**config.mk**
```make
export PLATFORM = sky130hd
export DESIGN_NAME = requant_output_writer
export DESIGN_NICKNAME = d
export VERILOG_FILES = /design/src/rtl/requant_output_writer.sv
export SDC_FILE = /design/constraint.sdc
export NUM_CORES = 1
export LEC_CHECK = 0
export ABC_AREA = 1
export CORE_UTILIZATION = 55
export DETAILED_ROUTE_END_ITERATION = 7
export GPL_TIMING_DRIVEN = 0
export PLACE_DENSITY = 0.79
export SYNTH_ARGS = -nofsm -noshare
export SYNTH_HDL_FRONTEND = slang
export SYNTH_SLANG_ARGS = --single-unit
```
**constraint.sdc**
```tcl
create_clock -name clk -period 7.9 [get_ports clk]
set_input_delay 1.975 -clock clk [delete_from_list [all_inputs] [get_ports clk]]
set_output_delay 1.975 -clock clk [all_outputs]
set_load 0.005 [all_outputs]
```
**src/rtl/requant_output_writer.sv**
```systemverilog
// Realigns per-channel int8 streams through small skew FIFOs and packs one byte per
// channel into NHWC words written to activation SRAM at base_addr + pixel index.
module requant_output_writer #(
  parameter int NUM_CHANNELS = 4,
  parameter int MAX_N        = 16,
  parameter int ADDR_WIDTH   = 16,
  parameter int FIFO_DEPTH   = 4,
  parameter int PIX_BITS     = $clog2(MAX_N*MAX_N+1)
) (
  input  logic                      clk,
  input  logic                      reset_n,
  input  logic                      start,
  input  logic [ADDR_WIDTH-1:0]     base_addr,
  input  logic [PIX_BITS-1:0]       num_pixels,
  input  logic                      in_valid [NUM_CHANNELS],
  input  logic signed [7:0]         in_data  [NUM_CHANNELS],
  output logic                      mem_we,
  output logic [ADDR_WIDTH-1:0]     mem_addr,
  output logic [8*NUM_CHANNELS-1:0] mem_wdata,
  input  logic                      mem_ready,
  output logic                      busy,
  output logic                      done,
  output logic                      overflow
);

  localparam int PW = $clog2(FIFO_DEPTH);

  typedef enum logic [1:0] {
    S_IDLE,
    S_RUN,
    S_DONE
  } state_t;

  state_t                    state_q, state_d;
  logic [ADDR_WIDTH-1:0]     base_q, base_d;
  logic [PIX_BITS-1:0]       num_q, num_d;
  logic [PIX_BITS-1:0]       pix_cnt_q, pix_cnt_d;
  logic                      mem_we_q, mem_we_d;
  logic [ADDR_WIDTH-1:0]     mem_addr_q, mem_addr_d;
  logic [8*NUM_CHANNELS-1:0] mem_wdata_q, mem_wdata_d;
  logic                      overflow_q, overflow_d;

  logic [PW:0]               wr_ptr_q [NUM_CHANNELS];
  logic [PW:0]               wr_ptr_d [NUM_CHANNELS];
  logic [PW:0]               rd_ptr_q [NUM_CHANNELS];
  logic [PW:0]               rd_ptr_d [NUM_CHANNELS];
  logic [7:0]                fifo_mem_q [NUM_CHANNELS][FIFO_DEPTH];
  logic [7:0]                fifo_mem_d [NUM_CHANNELS][FIFO_DEPTH];

  logic [NUM_CHANNELS-1:0]   fifo_empty;
  logic [NUM_CHANNELS-1:0]   fifo_full;
  logic [NUM_CHANNELS-1:0]   push;
  logic [NUM_CHANNELS-1:0]   drop;
  logic                      run;
  logic                      pop;

  // FIFO status and the shared pop decision; a full FIFO still accepts a push when popping
  always_comb begin
    run = (state_q == S_RUN);
    for (int ch = 0; ch < NUM_CHANNELS; ch++) begin
      fifo_empty[ch] = (wr_ptr_q[ch] == rd_ptr_q[ch]);
      fifo_full[ch]  = ((wr_ptr_q[ch] - rd_ptr_q[ch]) == (PW+1)'(FIFO_DEPTH));
    end
    pop = run && !(|fifo_empty) && (!mem_we_q || mem_ready) && (pix_cnt_q != num_q);
    for (int ch = 0; ch < NUM_CHANNELS; ch++) begin
      push[ch] = run && in_valid[ch] && (!fifo_full[ch] || pop);
      drop[ch] = in_valid[ch] && !push[ch];
    end
  end

  always_comb begin
    fifo_mem_d = fifo_mem_q;
    wr_ptr_d   = wr_ptr_q;
    rd_ptr_d   = rd_ptr_q;
    for (int ch = 0; ch < NUM_CHANNELS; ch++) begin
      if (push[ch]) begin
        fifo_mem_d[ch][wr_ptr_q[ch][PW-1:0]] = in_data[ch];
        wr_ptr_d[ch] = wr_ptr_q[ch] + (PW+1)'(1);
      end
      if (pop) begin
        rd_ptr_d[ch] = rd_ptr_q[ch] + (PW+1)'(1);
      end
      // Leftover bytes from a finished tile must not leak into the next one
      if (state_q == S_DONE) begin
        wr_ptr_d[ch] = '0;
        rd_ptr_d[ch] = '0;
      end
    end
  end

  always_comb begin
    state_d     = state_q;
    base_d      = base_q;
    num_d       = num_q;
    pix_cnt_d   = pix_cnt_q;
    mem_we_d    = mem_we_q;
    mem_addr_d  = mem_addr_q;
    mem_wdata_d = mem_wdata_q;
    overflow_d  = overflow_q | (|drop);
    case (state_q)
      S_IDLE: begin
        if (start) begin
          base_d     = base_addr;
          num_d      = num_pixels;
          pix_cnt_d  = '0;
          overflow_d = |drop;
          state_d    = (num_pixels == '0) ? S_DONE : S_RUN;
        end
      end
      S_RUN: begin
        if (pop) begin
          mem_we_d   = 1'b1;
          mem_addr_d = base_q + ADDR_WIDTH'(pix_cnt_q);
          for (int ch = 0; ch < NUM_CHANNELS; ch++) begin
            mem_wdata_d[8*ch +: 8] = fifo_mem_q[ch][rd_ptr_q[ch][PW-1:0]];
          end
          pix_cnt_d  = pix_cnt_q + PIX_BITS'(1);
        end else if (mem_we_q && mem_ready) begin
          mem_we_d = 1'b0;
          if (pix_cnt_q == num_q) begin
            state_d = S_DONE;
          end
        end
      end
      S_DONE: begin
        state_d = S_IDLE;
      end
      default: begin
        state_d = S_IDLE;
      end
    endcase
  end

  always_ff @(posedge clk or negedge reset_n) begin
    if (!reset_n) begin
      state_q     <= S_IDLE;
      base_q      <= '0;
      num_q       <= '0;
      pix_cnt_q   <= '0;
      mem_we_q    <= 1'b0;
      mem_addr_q  <= '0;
      mem_wdata_q <= '0;
      overflow_q  <= 1'b0;
      for (int ch = 0; ch < NUM_CHANNELS; ch++) begin
        wr_ptr_q[ch] <= '0;
        rd_ptr_q[ch] <= '0;
      end
    end else begin
      state_q     <= state_d;
      base_q      <= base_d;
      num_q       <= num_d;
      pix_cnt_q   <= pix_cnt_d;
      mem_we_q    <= mem_we_d;
      mem_addr_q  <= mem_addr_d;
      mem_wdata_q <= mem_wdata_d;
      overflow_q  <= overflow_d;
      wr_ptr_q    <= wr_ptr_d;
      rd_ptr_q    <= rd_ptr_d;
    end
  end

  // Skew storage carries only data; validity lives in the reset pointers
  always_ff @(posedge clk) begin
    fifo_mem_q <= fifo_mem_d;
  end

  assign mem_we    = mem_we_q;
  assign mem_addr  = mem_addr_q;
  assign mem_wdata = mem_wdata_q;
  assign overflow  = overflow_q;
  assign busy      = (state_q == S_RUN);
  assign done      = (state_q == S_DONE);

endmodule
```
# Word-level counts from Yosys, hierarchy flattened
# Cells that the tools add are included.
op_classes:
  n_addsub: 14
  order_cmp: 12
  eq_ne: 17
  muxes: 53
  bitwise_logic: 9
  reduce_logical: 51
ops:
  columns: ["operator", "n"]
  rows:
  - ["32-bit bitwise mux", 4]
  - ["8-bit 2-to-1 mux", 12]
  - ["8-bit binary-select mux with 2-bit select", 4]
  - ["8-bit demux with 2-bit select", 4]
  - ["3-bit 2-to-1 mux", 16]
  - ["3-bit by 1-bit adder with 3-bit output, second input constant", 8]
  - ["3-bit >= comparator, second input constant", 8]
  - ["2-bit NOT with 3-bit output", 8]
  - ["1-bit logical AND", 20]
  - ["9-bit 2-to-1 mux", 2]
  - ["9-bit one-hot mux with 2 select lines", 1]
  - ["16-bit by 9-bit adder with 16-bit output", 1]
  - ["2-bit nonzero test", 7]
  - ["3-bit equality test", 4]
  - ["3-bit equality test, second input constant", 4]
  - ["3-bit by 1-bit < comparator with 1-bit output, second input constant", 4]
  - ["3-bit subtractor", 4]
  - ["1-bit zero test", 10]
  - ["2-bit 2-to-1 mux", 5]
  - ["9-bit by 1-bit adder with 9-bit output, second input constant", 1]
  - ["9-bit equality test", 1]
  - ["9-bit zero test", 1]
  - ["9-bit inequality test", 1]
  - ["4-bit OR reduction", 2]
  - ["12 further kinds", 24]
totals:
  reg_bits: 238
  out_inout_bits: 52

# Longest topological paths before layout
depth:
  word_depth: 14
  mapped_depth: 15
  mapped_depth_nobuf: 13

# Worst setup path after synthesis
# OpenSTA, ideal clock, no wires.
synth_timing:
  path_type: "input to register"
  start: "input port mem_ready"
  end: "register fifo_mem_q[72] in the netlist's numbering, enable pin"
  setup_ps: 371
  arrival_time_ps: 3032
  required_ps: 7529
  path_slack_ps: 4497
  path_stages: 9
  cell_sequence: "inv_1 -> nand2_1 -> o21ai_1 -> nor2_2 -> nand3_2 -> buf_6 -> nand2_4 -> nand3_4 -> nor2_1"
synth_via:
  elab_chain_len: 5
synth_lines:
  columns: ["item", "line", "source"]
  rows:
  - ["start: declaration", "20", "input logic mem_ready,"]
  - ["1-bit logical OR", "64", "pop = run && !(|fifo_empty) && (!mem_we_q || mem_ready) && (pix_cnt_q != num_q);"]
  - ["1-bit logical AND (2 in a row)", "64", null]
  - ["1-bit logical OR", "66", "push[ch] = run && in_valid[ch] && (!fifo_full[ch] || pop);"]
  - ["1-bit logical AND", "66", null]
  - ["end signal: assignment", "164", "fifo_mem_q <= fifo_mem_d;"]
  - ["end: declaration", "47", "logic [7:0] fifo_mem_q [NUM_CHANNELS][FIFO_DEPTH];"]
# No other way between the ends.
# A chain may end at the register's enable or synchronous reset.

# Worst setup path in the final report
layout_timing:
  start: "register state_q[1]"
  end: "output port done"
layout_via:
  elab_chain_len: 1
layout_lines:
  columns: ["item", "line", "source"]
  rows:
  - ["start: declaration", "34", "state_t state_q, state_d;"]
  - ["start signal: assignment", "149", "state_q <= state_d;"]
  - ["2-bit equality test", "172", "assign done = (state_q == S_DONE);"]
  - ["end: declaration", "22", "output logic done,"]
# No other way between the ends.

==> impl_metrics.csv <==
group,metric,value,unit
run_status,outcome,"finished, final reports clean",
sta,hold_viol,0,
yosys,ys_ff_latch,238,
power,pwr-share-comb,46.9,%
yosys,synth_edf_count,128,
floorplan,start_util,56.6,%
power,clockPowerShare,19.2,%
clock_network,post_cts_buffers,0,
clock_network,cts_sinks,238,
sta,worstMarginPinSlew,0.866,ns
clock_network,hold_buffers,0,
sta,post-route-period-util,48.9,%
clock_network,cts_root_buf,"clkbuf_16",
sta,slew_viol_final,0,
place,dpl.hpwl,15600,um
yosys,yosys_warnings,0,
yosys,ys_types,43,
power,ir_worst_vdd,0.293,mV
detailed_routing,drt-met1-wl,9530,um
yosys,syn_inst,1022,
floorplan,design.die.area,19900,um2
floorplan,dieHeight,141,um
critical_path,crit_type,"reg -> out",
place,globalplace.congestion,0.841,
detailed_routing,wl,23000,um
sta,max-slew-margin-rel,42.0,%
yosys,synth_top_area_share,36.1,%
critical_path,cp.arrival,1.89,ns
critical_path,worstPathMaxFanout,4,
min_path,hp-class,"reg -> reg",
yosys,synth-main-ff-cell,"edfxtp_1",
clock_network,path_clk_slew,0.06,ns
critical_path,cpMaxStageDelayCell,"clkdlybuf4s50_1",
yosys,syn_area_per_cell,10.4,um2
critical_path,end_kind,"output pin",
global_route,grt.total_usage,24.0,%
sta,rsz0062_at_grt,"false",
detailed_routing,viasPerCell,5.26,
global_route,grt_overflow,0,
detailed_routing,drt_iter0_markers,394,
yosys,yosysTopAreaCell,"edfxtp_1",
sta,setup_viol,0,
detailed_routing,wl_per_cell,15.9,um
detailed_routing,highest_layer,"met4",
clock_network,clock_latency,0.53,ns
final_layout,syn_to_final_growth,21.8,%
power,sw_frac_of_total,40.0,%
detailed_routing,met3_length,1300,um
global_route,grt_pass1_vias,7639,
critical_path,crit_path_start_kind,"flop",
power,total_power,6010,uW
power,switchingPower,2400,uW
global_route,grt_antenna_before_repair,1,
detailed_routing,firstDrtPassIters,5,
run,cap_violations,0,
final_layout,nets,1269,
global_route,grt_pass1_wl,37100,um
critical_path,crit_chain,"inv_1 > nor2_1 > clkdlybuf4s50_1",
power,p_int,3610,uW
place,io_buffer_count,116,
sta,fmax,259,MHz
yosys,syn-num-nets,1126,
yosys,synth_area,10700,um2
clock_network,ctsResizeCount,0,
floorplan,core_area,18800,um2
clock_network,htreeDepth,1,
detailed_routing,drc,0,
final_layout,drive_above_1_share,8.71,%
sta,finalCriticalPeriod,3.86,ns
floorplan,fp-row-count,50,
global_route,grt_max_degree,80,
clock_network,cts_buffers,24,
clock_network,tritoncts,"built",
floorplan,die_w,141,um
critical_path,cp_slowest_stage_delay,0.58,ns
sta,skew,0.0157,ns
detailed_routing,dr_wl_met2,11500,um
clock_network,cts_buffer_depth,3,
power,power_per_cell_area,463,nW/um2
power,power.leakage,0.00540,uW
sta,fin_setup_tns,0,ns
yosys,synth-async-reset-ratio,46.2,%
floorplan,io-pin-count,117,
power,pwr-share-seq,33.8,%
yosys,yosys-top-cells-area,"edfxtp_1 36%, dfrtp_1 26%, nor2_1 7.9%, ha_1 4.5%, nand2_1 4.2%",
critical_path,worstPathRequired,5.93,ns
detailed_routing,ant_nets,0,
yosys,seq_area_frac_synth,61.9,%
detailed_routing,vias,7599,
synthesized netlist by cell type (15+ instances only):
cell type / number
buf_2: 15
a31oi_1: 36
nand2_1: 118
a21oi_1: 36
inv_1: 76
o21ai_1: 18
edfxtp_1: 128
ha_1: 38
o21ai_0: 84
nand3_1: 30
nor2_1: 223
dfrtp_1: 110
cell type report:
cell class                      instances  area (um2)
Sequential cell                       238        6600
Fill cell                            1412        5850
Multi-Input combinational cell        659        3520
Timing Repair Buffer                  117        1190
Clock buffer                           35         652
Inverter                               90         338
Tap cell                              260         325
Buffer                                 35         210
Clock inverter                          9         154
Antenna cell                            1        2.50
cells in the final DEF, fill, tap and decap left out, types with 5 or more instances in the layout:
cell type,instances
nor2_1,223
edfxtp_1,128
nand2_1,118
clkdlybuf4s50_1,115
dfrtp_1,110
o21ai_0,84
inv_1,76
ha_1,38
a21oi_1,36
a31oi_1,36
nand3_1,30
clkbuf_16,24
o21ai_1,18
clkbuf_1,17
buf_2,15
inv_2,10
xor2_1,10
nand2_4,10
mux2_2,9
xnor2_1,8
buf_6,8
clkinv_1,6
o21ai_2,6
nand3b_1,5
worst max-delay path: cells and delay by family (launching register included):
kind | cells | cell delay (ns)
DFF | 1 | 0.43
and+or+nand+nor | 1 | 0.31
buffers and inverters | 2 | 0.64
power groups by stage:
| stage | Clock (uW) | Sequential, uW | Combinational (uW) |
|---|---|---|---|
| 4_1_cts | 1170 | 2030 | 2840 |
| 6_report | 1160 | 2030 | 2820 |
| 3_5_place_dp | 0 | 2050 | 2820 |
| 3_3_place_gp | 0 | 2040 | 2740 |
| 2_1_floorplan | 0 | 2000 | 1900 |
| 5_1_grt | 1230 | 2080 | 3150 |
stage by stage:
step	hold WS, ns	setup slack (ns)	cell area [um2]	cells	util (%)
global placement	0.464	0.365	12100	1398	64.5
finish	0.477	4.04	13000	1444	69.0
detailed placement	0.468	3.52	12200	1399	64.7
CTS	0.483	4.01	13000	1443	68.9
global route	0.499	3.94	13000	1444	69.0
floorplan	0.472	4.50	10700	1022	-
path summary, 6_finish.rpt:
kind / startpoint / end / slack, ns / depth (start not counted)
min in group asynchronous: reset_n / wr_ptr_q[9]$_DFFE_PN0P_ / 1.34 / 1
hold reg to reg: mem_addr[0]$_DFFE_PN0P_ / mem_addr[0]$_DFFE_PN0P_ / 0.48 / 2
max in group asynchronous: reset_n / mem_addr[2]$_DFFE_PN0P_ / 5.84 / 2
setup / recovery: state_q[1]$_DFFE_PN0P_ / done / 4.04 / 3
hold / removal: mem_addr[0]$_DFFE_PN0P_ / mem_addr[0]$_DFFE_PN0P_ / 0.48 / 2
setup reg to reg: rd_ptr_q[4]$_DFFE_PN0P_ / fifo_mem_q[127]$_DFFE_PP_ / 4.59 / 12
layer usage:
layer	up-vias	GRT usage (%)
li1	3740	-
met1	3570	30.2
met2	241	41.8
met3	48	3.57
met4	0	9.15
met5	-	0
registers in the layout, summed over array words and instances (netlist names):
| signal | cells |
|---|---|
| overflow | 1 |
| mem_wdata | 32 |
| rd_ptr_q | 12 |
| pix_cnt_q | 9 |
| base_q | 16 |
| mem_addr | 16 |
| state_q | 2 |
| fifo_mem_q | 128 |
| num_q | 9 |
| wr_ptr_q | 12 |
| mem_we | 1 |
logic make-up (layout without fill, tap and decap cells):
kind of cell	count (synthesis)	count (layout)	share of synthesized area [%]
AOI/OAI and AO/OA	188	188	9.66
xor gates and xnor gates	18	18	1.48
adders and majority gates	39	39	4.65
buffers and inverters	125	286	5.14
DFF	238	238	61.9
muxes	9	9	0.951
other	0	1	0
and+or+nand+nor	405	405	16.3
Power figures use the tool's default switching activity.
